`config.mk`:
```
export PLATFORM = sky130hd
export DESIGN_NAME = vedic_mac_accumulator
export DESIGN_NICKNAME = d
export VERILOG_FILES = /design/src/rtl/vedic_mac_accumulator.sv
export SDC_FILE = /design/constraint.sdc
export NUM_CORES = 2
export LEC_CHECK = 0
export CAP_MARGIN = 10
export CORE_ASPECT_RATIO = 1.1
export CORE_MARGIN = 2
export CORE_UTILIZATION = 50
export CTS_CLUSTER_DIAMETER = 50
export CTS_CLUSTER_SIZE = 10
export DETAILED_ROUTE_END_ITERATION = 12
export GPL_ROUTABILITY_DRIVEN = 0
export GPL_TIMING_DRIVEN = 0
export PLACE_DENSITY = 0.77
export SLEW_MARGIN = 20
export SYNTH_ARGS = -nofsm -noshare
export SYNTH_HDL_FRONTEND = slang
export SYNTH_HIERARCHICAL = 1
export SYNTH_SLANG_ARGS = --single-unit
```
`constraint.sdc`:
```
create_clock -name clk -period 11.1 [get_ports clk]
set_input_delay 2.22 -clock clk [delete_from_list [all_inputs] [get_ports clk]]
set_output_delay 2.22 -clock clk [all_outputs]
set_load 0.005 [all_outputs]
```
`src/rtl/vedic_mac_accumulator.sv`:
```
// Streaming multiply-accumulate stage: registered operands, Vedic 32x32 product,
// wide accumulator with sticky overflow, and a valid/ready burst-result port.

module vedic_mul #(
    parameter int W = 32
) (
    input  logic [W-1:0]   a_i,
    input  logic [W-1:0]   b_i,
    output logic [2*W-1:0] p_o
);
    generate
        if (W == 2) begin : g_base
            logic c_s;
            assign c_s    = (a_i[1] & b_i[0]) & (a_i[0] & b_i[1]);
            assign p_o[0] = a_i[0] & b_i[0];
            assign p_o[1] = (a_i[1] & b_i[0]) ^ (a_i[0] & b_i[1]);
            assign p_o[2] = (a_i[1] & b_i[1]) ^ c_s;
            assign p_o[3] = (a_i[1] & b_i[1]) & c_s;
        end else begin : g_rec
            localparam int H = W / 2;
            logic [W-1:0] pll_s;
            logic [W-1:0] plh_s;
            logic [W-1:0] phl_s;
            logic [W-1:0] phh_s;
            logic [W:0]   mid_s;

            vedic_mul #(.W(H)) u_ll (.a_i(a_i[H-1:0]), .b_i(b_i[H-1:0]), .p_o(pll_s));
            vedic_mul #(.W(H)) u_lh (.a_i(a_i[H-1:0]), .b_i(b_i[W-1:H]), .p_o(plh_s));
            vedic_mul #(.W(H)) u_hl (.a_i(a_i[W-1:H]), .b_i(b_i[H-1:0]), .p_o(phl_s));
            vedic_mul #(.W(H)) u_hh (.a_i(a_i[W-1:H]), .b_i(b_i[W-1:H]), .p_o(phh_s));

            // Vertical-and-crosswise: the two cross products land on the middle half.
            assign mid_s = {1'b0, plh_s} + {1'b0, phl_s};
            assign p_o   = {phh_s, pll_s} + {{(H-1){1'b0}}, mid_s, {H{1'b0}}};
        end
    endgenerate
endmodule

module vedic_multiplier_32x32 (
    input  logic [31:0] a_i,
    input  logic [31:0] b_i,
    output logic [63:0] p_o
);
    vedic_mul #(.W(32)) u_core (.a_i(a_i), .b_i(b_i), .p_o(p_o));
endmodule

module vedic_mac_accumulator #(
    parameter int ACC_W = 80
) (
    input  logic             clk,
    input  logic             rst,
    input  logic             in_valid,
    output logic             in_ready,
    input  logic [31:0]      a,
    input  logic [31:0]      b,
    input  logic             in_last,
    output logic             out_valid,
    input  logic             out_ready,
    output logic [ACC_W-1:0] acc_out,
    output logic [15:0]      out_count,
    output logic             overflow
);
    typedef enum logic [1:0] {
        ST_RUN   = 2'd0,
        ST_DRAIN = 2'd1,
        ST_DONE  = 2'd2
    } state_e;

    state_e             state_q, state_d;
    logic               in_ready_q;
    logic               out_valid_q;
    logic [31:0]        a_q, b_q;
    logic               s1_vld_q, s1_last_q;
    logic [63:0]        prod_q;
    logic               s2_vld_q, s2_last_q;
    logic [ACC_W-1:0]   acc_q, acc_d;
    logic [15:0]        cnt_q, cnt_d;
    logic               ovf_q, ovf_d;
    logic [63:0]        product_s;
    logic [ACC_W:0]     sum_s;
    logic               accept_s;
    logic               handshake_s;

    assign accept_s    = in_valid & in_ready_q;
    assign handshake_s = out_valid_q & out_ready;

    vedic_multiplier_32x32 u_mul (.a_i(a_q), .b_i(b_q), .p_o(product_s));

    // Burst control: next state.
    always_comb begin
        state_d = state_q;
        case (state_q)
            ST_RUN: begin
                if (accept_s && in_last) begin
                    state_d = ST_DRAIN;
                end else begin
                    state_d = ST_RUN;
                end
            end
            ST_DRAIN: begin
                if (s2_vld_q && s2_last_q) begin
                    state_d = ST_DONE;
                end else begin
                    state_d = ST_DRAIN;
                end
            end
            ST_DONE: begin
                if (handshake_s) begin
                    state_d = ST_RUN;
                end else begin
                    state_d = ST_DONE;
                end
            end
            default: state_d = ST_RUN;
        endcase
    end

    // Accumulator, saturating term count and sticky carry-out.
    always_comb begin
        sum_s = {1'b0, acc_q} + (ACC_W+1)'(prod_q);
        acc_d = acc_q;
        cnt_d = cnt_q;
        ovf_d = ovf_q;
        if (handshake_s) begin
            acc_d = {ACC_W{1'b0}};
            cnt_d = 16'd0;
            ovf_d = 1'b0;
        end else if (s2_vld_q) begin
            acc_d = sum_s[ACC_W-1:0];
            ovf_d = ovf_q | sum_s[ACC_W];
            if (cnt_q != 16'hFFFF) begin
                cnt_d = cnt_q + 16'd1;
            end else begin
                cnt_d = cnt_q;
            end
        end else begin
            acc_d = acc_q;
        end
    end

    // State and handshake flags; in_ready is held low for the whole reset.
    always_ff @(posedge clk or posedge rst) begin
        if (rst) begin
            state_q     <= ST_RUN;
            in_ready_q  <= 1'b0;
            out_valid_q <= 1'b0;
        end else begin
            state_q     <= state_d;
            in_ready_q  <= (state_d == ST_RUN);
            out_valid_q <= (state_d == ST_DONE);
        end
    end

    // S1 operand and S2 product pipeline registers.
    always_ff @(posedge clk or posedge rst) begin
        if (rst) begin
            a_q       <= 32'd0;
            b_q       <= 32'd0;
            s1_vld_q  <= 1'b0;
            s1_last_q <= 1'b0;
            prod_q    <= 64'd0;
            s2_vld_q  <= 1'b0;
            s2_last_q <= 1'b0;
        end else begin
            s1_vld_q <= accept_s;
            s2_vld_q <= s1_vld_q;
            if (accept_s) begin
                a_q       <= a;
                b_q       <= b;
                s1_last_q <= in_last;
            end
            if (s1_vld_q) begin
                prod_q    <= product_s;
                s2_last_q <= s1_last_q;
            end
        end
    end

    // S3 accumulator registers.
    always_ff @(posedge clk or posedge rst) begin
        if (rst) begin
            acc_q <= {ACC_W{1'b0}};
            cnt_q <= 16'd0;
            ovf_q <= 1'b0;
        end else begin
            acc_q <= acc_d;
            cnt_q <= cnt_d;
            ovf_q <= ovf_d;
        end
    end

    assign in_ready  = in_ready_q;
    assign out_valid = out_valid_q;
    assign acc_out   = acc_q;
    assign out_count = cnt_q;
    assign overflow  = ovf_q;
endmodule

```
==> run summary <==
Die width = 358 µm
Core Area = 137000 µm²
Largest net degree at the start of global routing = 86
Remaining DRCs = 0
Netlist Area Pre-Place = 68900 µm²
Area taken by multi-input logic gates = 61200 µm²
Layout cells sized above 1 = 0.0974
Classification of the worst setup path = reg2reg
Worst Setup End Kind = register
Register bit total from synthesis = 233
Mean post-synth cell area = 8.60 µm²
Clock latency on the worst-skew pair = 620 ps
Setup TNS = 0 ps
H-Tree Depth = 2
Final hold vios = 0
Slew Limit Fails = 0
Via-to-Cell Ratio = 6.01
Post-synth EDFFs = 0
Period utilisation layout = 0.972
Initial antenna violation count = 25
Setup violations, final = 0
Post-route cell area = 76400 µm²
Crit path time final = 10780 ps
Post-Syn Instances = 8015
HP Class = reg2reg
Fmax = 0.0927 GHz
Detail Route Antenna Nets = 0
Syn nets = 9927
Fillers = 11900
Placed cell areas = 73500 µm²
CTS tree = yes
CP required = 11570 ps
Yosys Warn Count = 6
Area contributors post-synth = ha_1 (30%), and2_1 (9.5%), dfrtp_1 (8.5%)
Top FF cell, synth = dfrtp_1
Worst reg-to-reg path cell count = 46
CP max-delay cell = fa_1
Worst Max-Slew Pin Slew = 1060 ps
Die H = 393 µm
Slew HR = 0.290
First-pass GRT wire length = 301000 µm
Initial core utilization = 0.505
Clock sinks = 233
Clock Path Buffers = 3
Crit path arrival time = 11260 ps
Vias in the first global route = 60600
Hold Crit Endpoint = s2_vld_q
Max incr delay on CP = 600 ps
Setup slack, reg-to-reg = 320 ps
DIE AREA = 141000 µm²
Hold path cells = 0
Clk root buf = clkbuf_16
CTS buffer count = 38
Sequential cell area = 6030 µm²
Clock skew = 41.8 ps
Yosys top cell area share = 0.303
Startpoint Class = register
GR Overflow Total = 0
Seq/Total Area, Yosys = 0.0846
Ports = 168
Register clock-pin slew on the reported worst setup and hold paths = 60 ps
Gr usage total = 0.257
P&R area growth vs syn = 10.8%
TritonRoute pass-1 iters = 7
Worst r2r dst = prod_q[59]
Port buffer count = 167
Nets = 10200
Min-delay src = s1_vld_q
Distinct cell type count after synthesis = 108
Wire per inst = 19.4 µm
Synth area leader = ha_1
Dpl hpwl = 148000 µm
Row Count = 142
Worst r2r src = b_q[15]
Vias = 61100
Max-Cap Viols = 0
Drt total wl = 197000 µm
Outcome = completed
First DRT Iteration DRCs = 4205
Post-synth ARST share = 1.00
Crit Path Max Fanout = 18
## metrics by stage
stage,utilization,instances,worst slack [ps],hold slack (ps)
global placement,0.533,9982,-939,385
detailed placement,0.538,10000,-632,389
CTS,0.548,10100,-1.08,410
floorplan,-,8015,1710,370
finish,0.559,10200,316,407
global route,0.559,10200,-82.4,430
## kinds of logic (layout without fill, tap and decap cells)
logic type,count (synthesis),after routing,share of synthesized area
mux,156,156,0.0250
compound gates,2154,2154,0.220
xor+xnor,877,877,0.111
buf+inv,577,918,0.0319
fa+ha+maj,1843,1843,0.353
flops,233,233,0.0846
simple gates,2175,2175,0.174
other cells,0,16,0
## synthesized netlist by cell type (all sizes together), types with 9 or more instances
master / number
ha: 1672
and2: 1050
a21oi: 676
xnor2: 631
inv: 492
a21o: 479
o21ai: 360
nor2: 335
nand2: 319
xor2: 246
dfrtp: 233
fa: 171
a211oi: 164
mux2: 129
o21bai: 126
o211ai: 95
nand3: 85
nor3: 74
nand4: 67
clkbuf: 57
and3: 48
nand2b: 42
nor2b: 40
o31ai: 38
a31oi: 31
buf: 28
mux2i: 27
o21a: 27
or3: 27
and4: 23
a41oi: 20
nor4: 19
or2: 17
or4: 16
a21boi: 12
a211o: 11
o311ai: 11
o2111ai: 10
a221oi: 9
## sequential cells by signal, summed over array words and instances (netlist names)
signal and count:
s1_vld_q 1, s1_last_q 1, in_ready 1, a_q 32
acc_out 80, prod_q 64, out_valid 1, overflow 1
b_q 32, s2_vld_q 1, s2_last_q 1, out_count 16
state_q 2
## layer usage
layer / share of wire / vias to the layer above / global-route usage
met5: 0.00024 / - / 0
met4: 0.048 / 8 / 0.0900
met1: 0.43 / 29400 / 0.330
li1: - / 29500 / -
met3: 0.066 / 434 / 0.0266
met2: 0.46 / 1867 / 0.444
## cells in the final DEF, fill, tap and decap left out, types with 30 or more instances in the layout
| master | instances |
|---|---|
| ha_1 | 1659 |
| buf_4 | 45 |
| o21ai_0 | 275 |
| xor2_1 | 243 |
| nand2b_1 | 42 |
| o211ai_1 | 66 |
| inv_1 | 491 |
| nor2_1 | 319 |
| fa_1 | 171 |
| a211oi_1 | 69 |
| o21bai_1 | 123 |
| a211oi_2 | 95 |
| nand3_1 | 85 |
| and3_1 | 48 |
| xnor2_1 | 622 |
| clkdlybuf4s50_1 | 167 |
| nor3_1 | 72 |
| o31ai_1 | 30 |
| clkbuf_1 | 64 |
| dfrtp_4 | 48 |
| mux2_2 | 129 |
| nand2_1 | 315 |
| a21o_1 | 399 |
| dfrtp_1 | 169 |
| a21o_2 | 80 |
| a21oi_2 | 87 |
| and2_1 | 1045 |
| o21ai_1 | 70 |
| clkbuf_16 | 40 |
| nor2b_1 | 40 |
| nand4_1 | 65 |
| a21oi_1 | 589 |
## worst max-delay path, delay by kind of cell, from the launching register on
family | cells | cell delay (ps)
compound gates | 18 | 3310
xor+xnor | 6 | 1300
fa+ha+maj | 9 | 3360
buf+inv | 3 | 470
flops | 1 | 510
mux | 1 | 270
simple gates | 9 | 1430
## worst max path at each step
stage / slack, ps / end / start / cells past startpoint
5_1_grt: -80 / prod_q[52] / b_q[31] / 45
3_5_place_dp: -630 / prod_q[54] / a_q[25] / 48
3_3_place_gp: -940 / b_q[10] / rst / 2
4_1_cts: -1 / prod_q[54] / b_q[15] / 46
2_1_floorplan: 1710 / prod_q[59] / b_q[6] / 48
6_report: 320 / prod_q[59] / b_q[15] / 46
## what timing repair did
action | 4_1_cts | 5_1_grt
gates resized for setup | 23 | 86
hold buffers | 0 | 0
setup endpoints to repair | 17 | 19
pin swaps | 0 | 15
setup buffers | 0 | 83
## final cells by class
cell class	count	share of cell area
Timing Repair Buffer	275	0.0444
Sequential cell	233	0.0789
Multi-Input combinational cell	7205	0.801
Tap cell	1800	0.0295
Buffer	82	0.00447
Clock inverter	19	0.00332
Antenna cell	16	0.000524
Inverter	492	0.0243
Clock buffer	50	0.0133
Power is not shown: default switching activity piles up to over one toggle a cycle in this logic, so the estimate is an artifact.
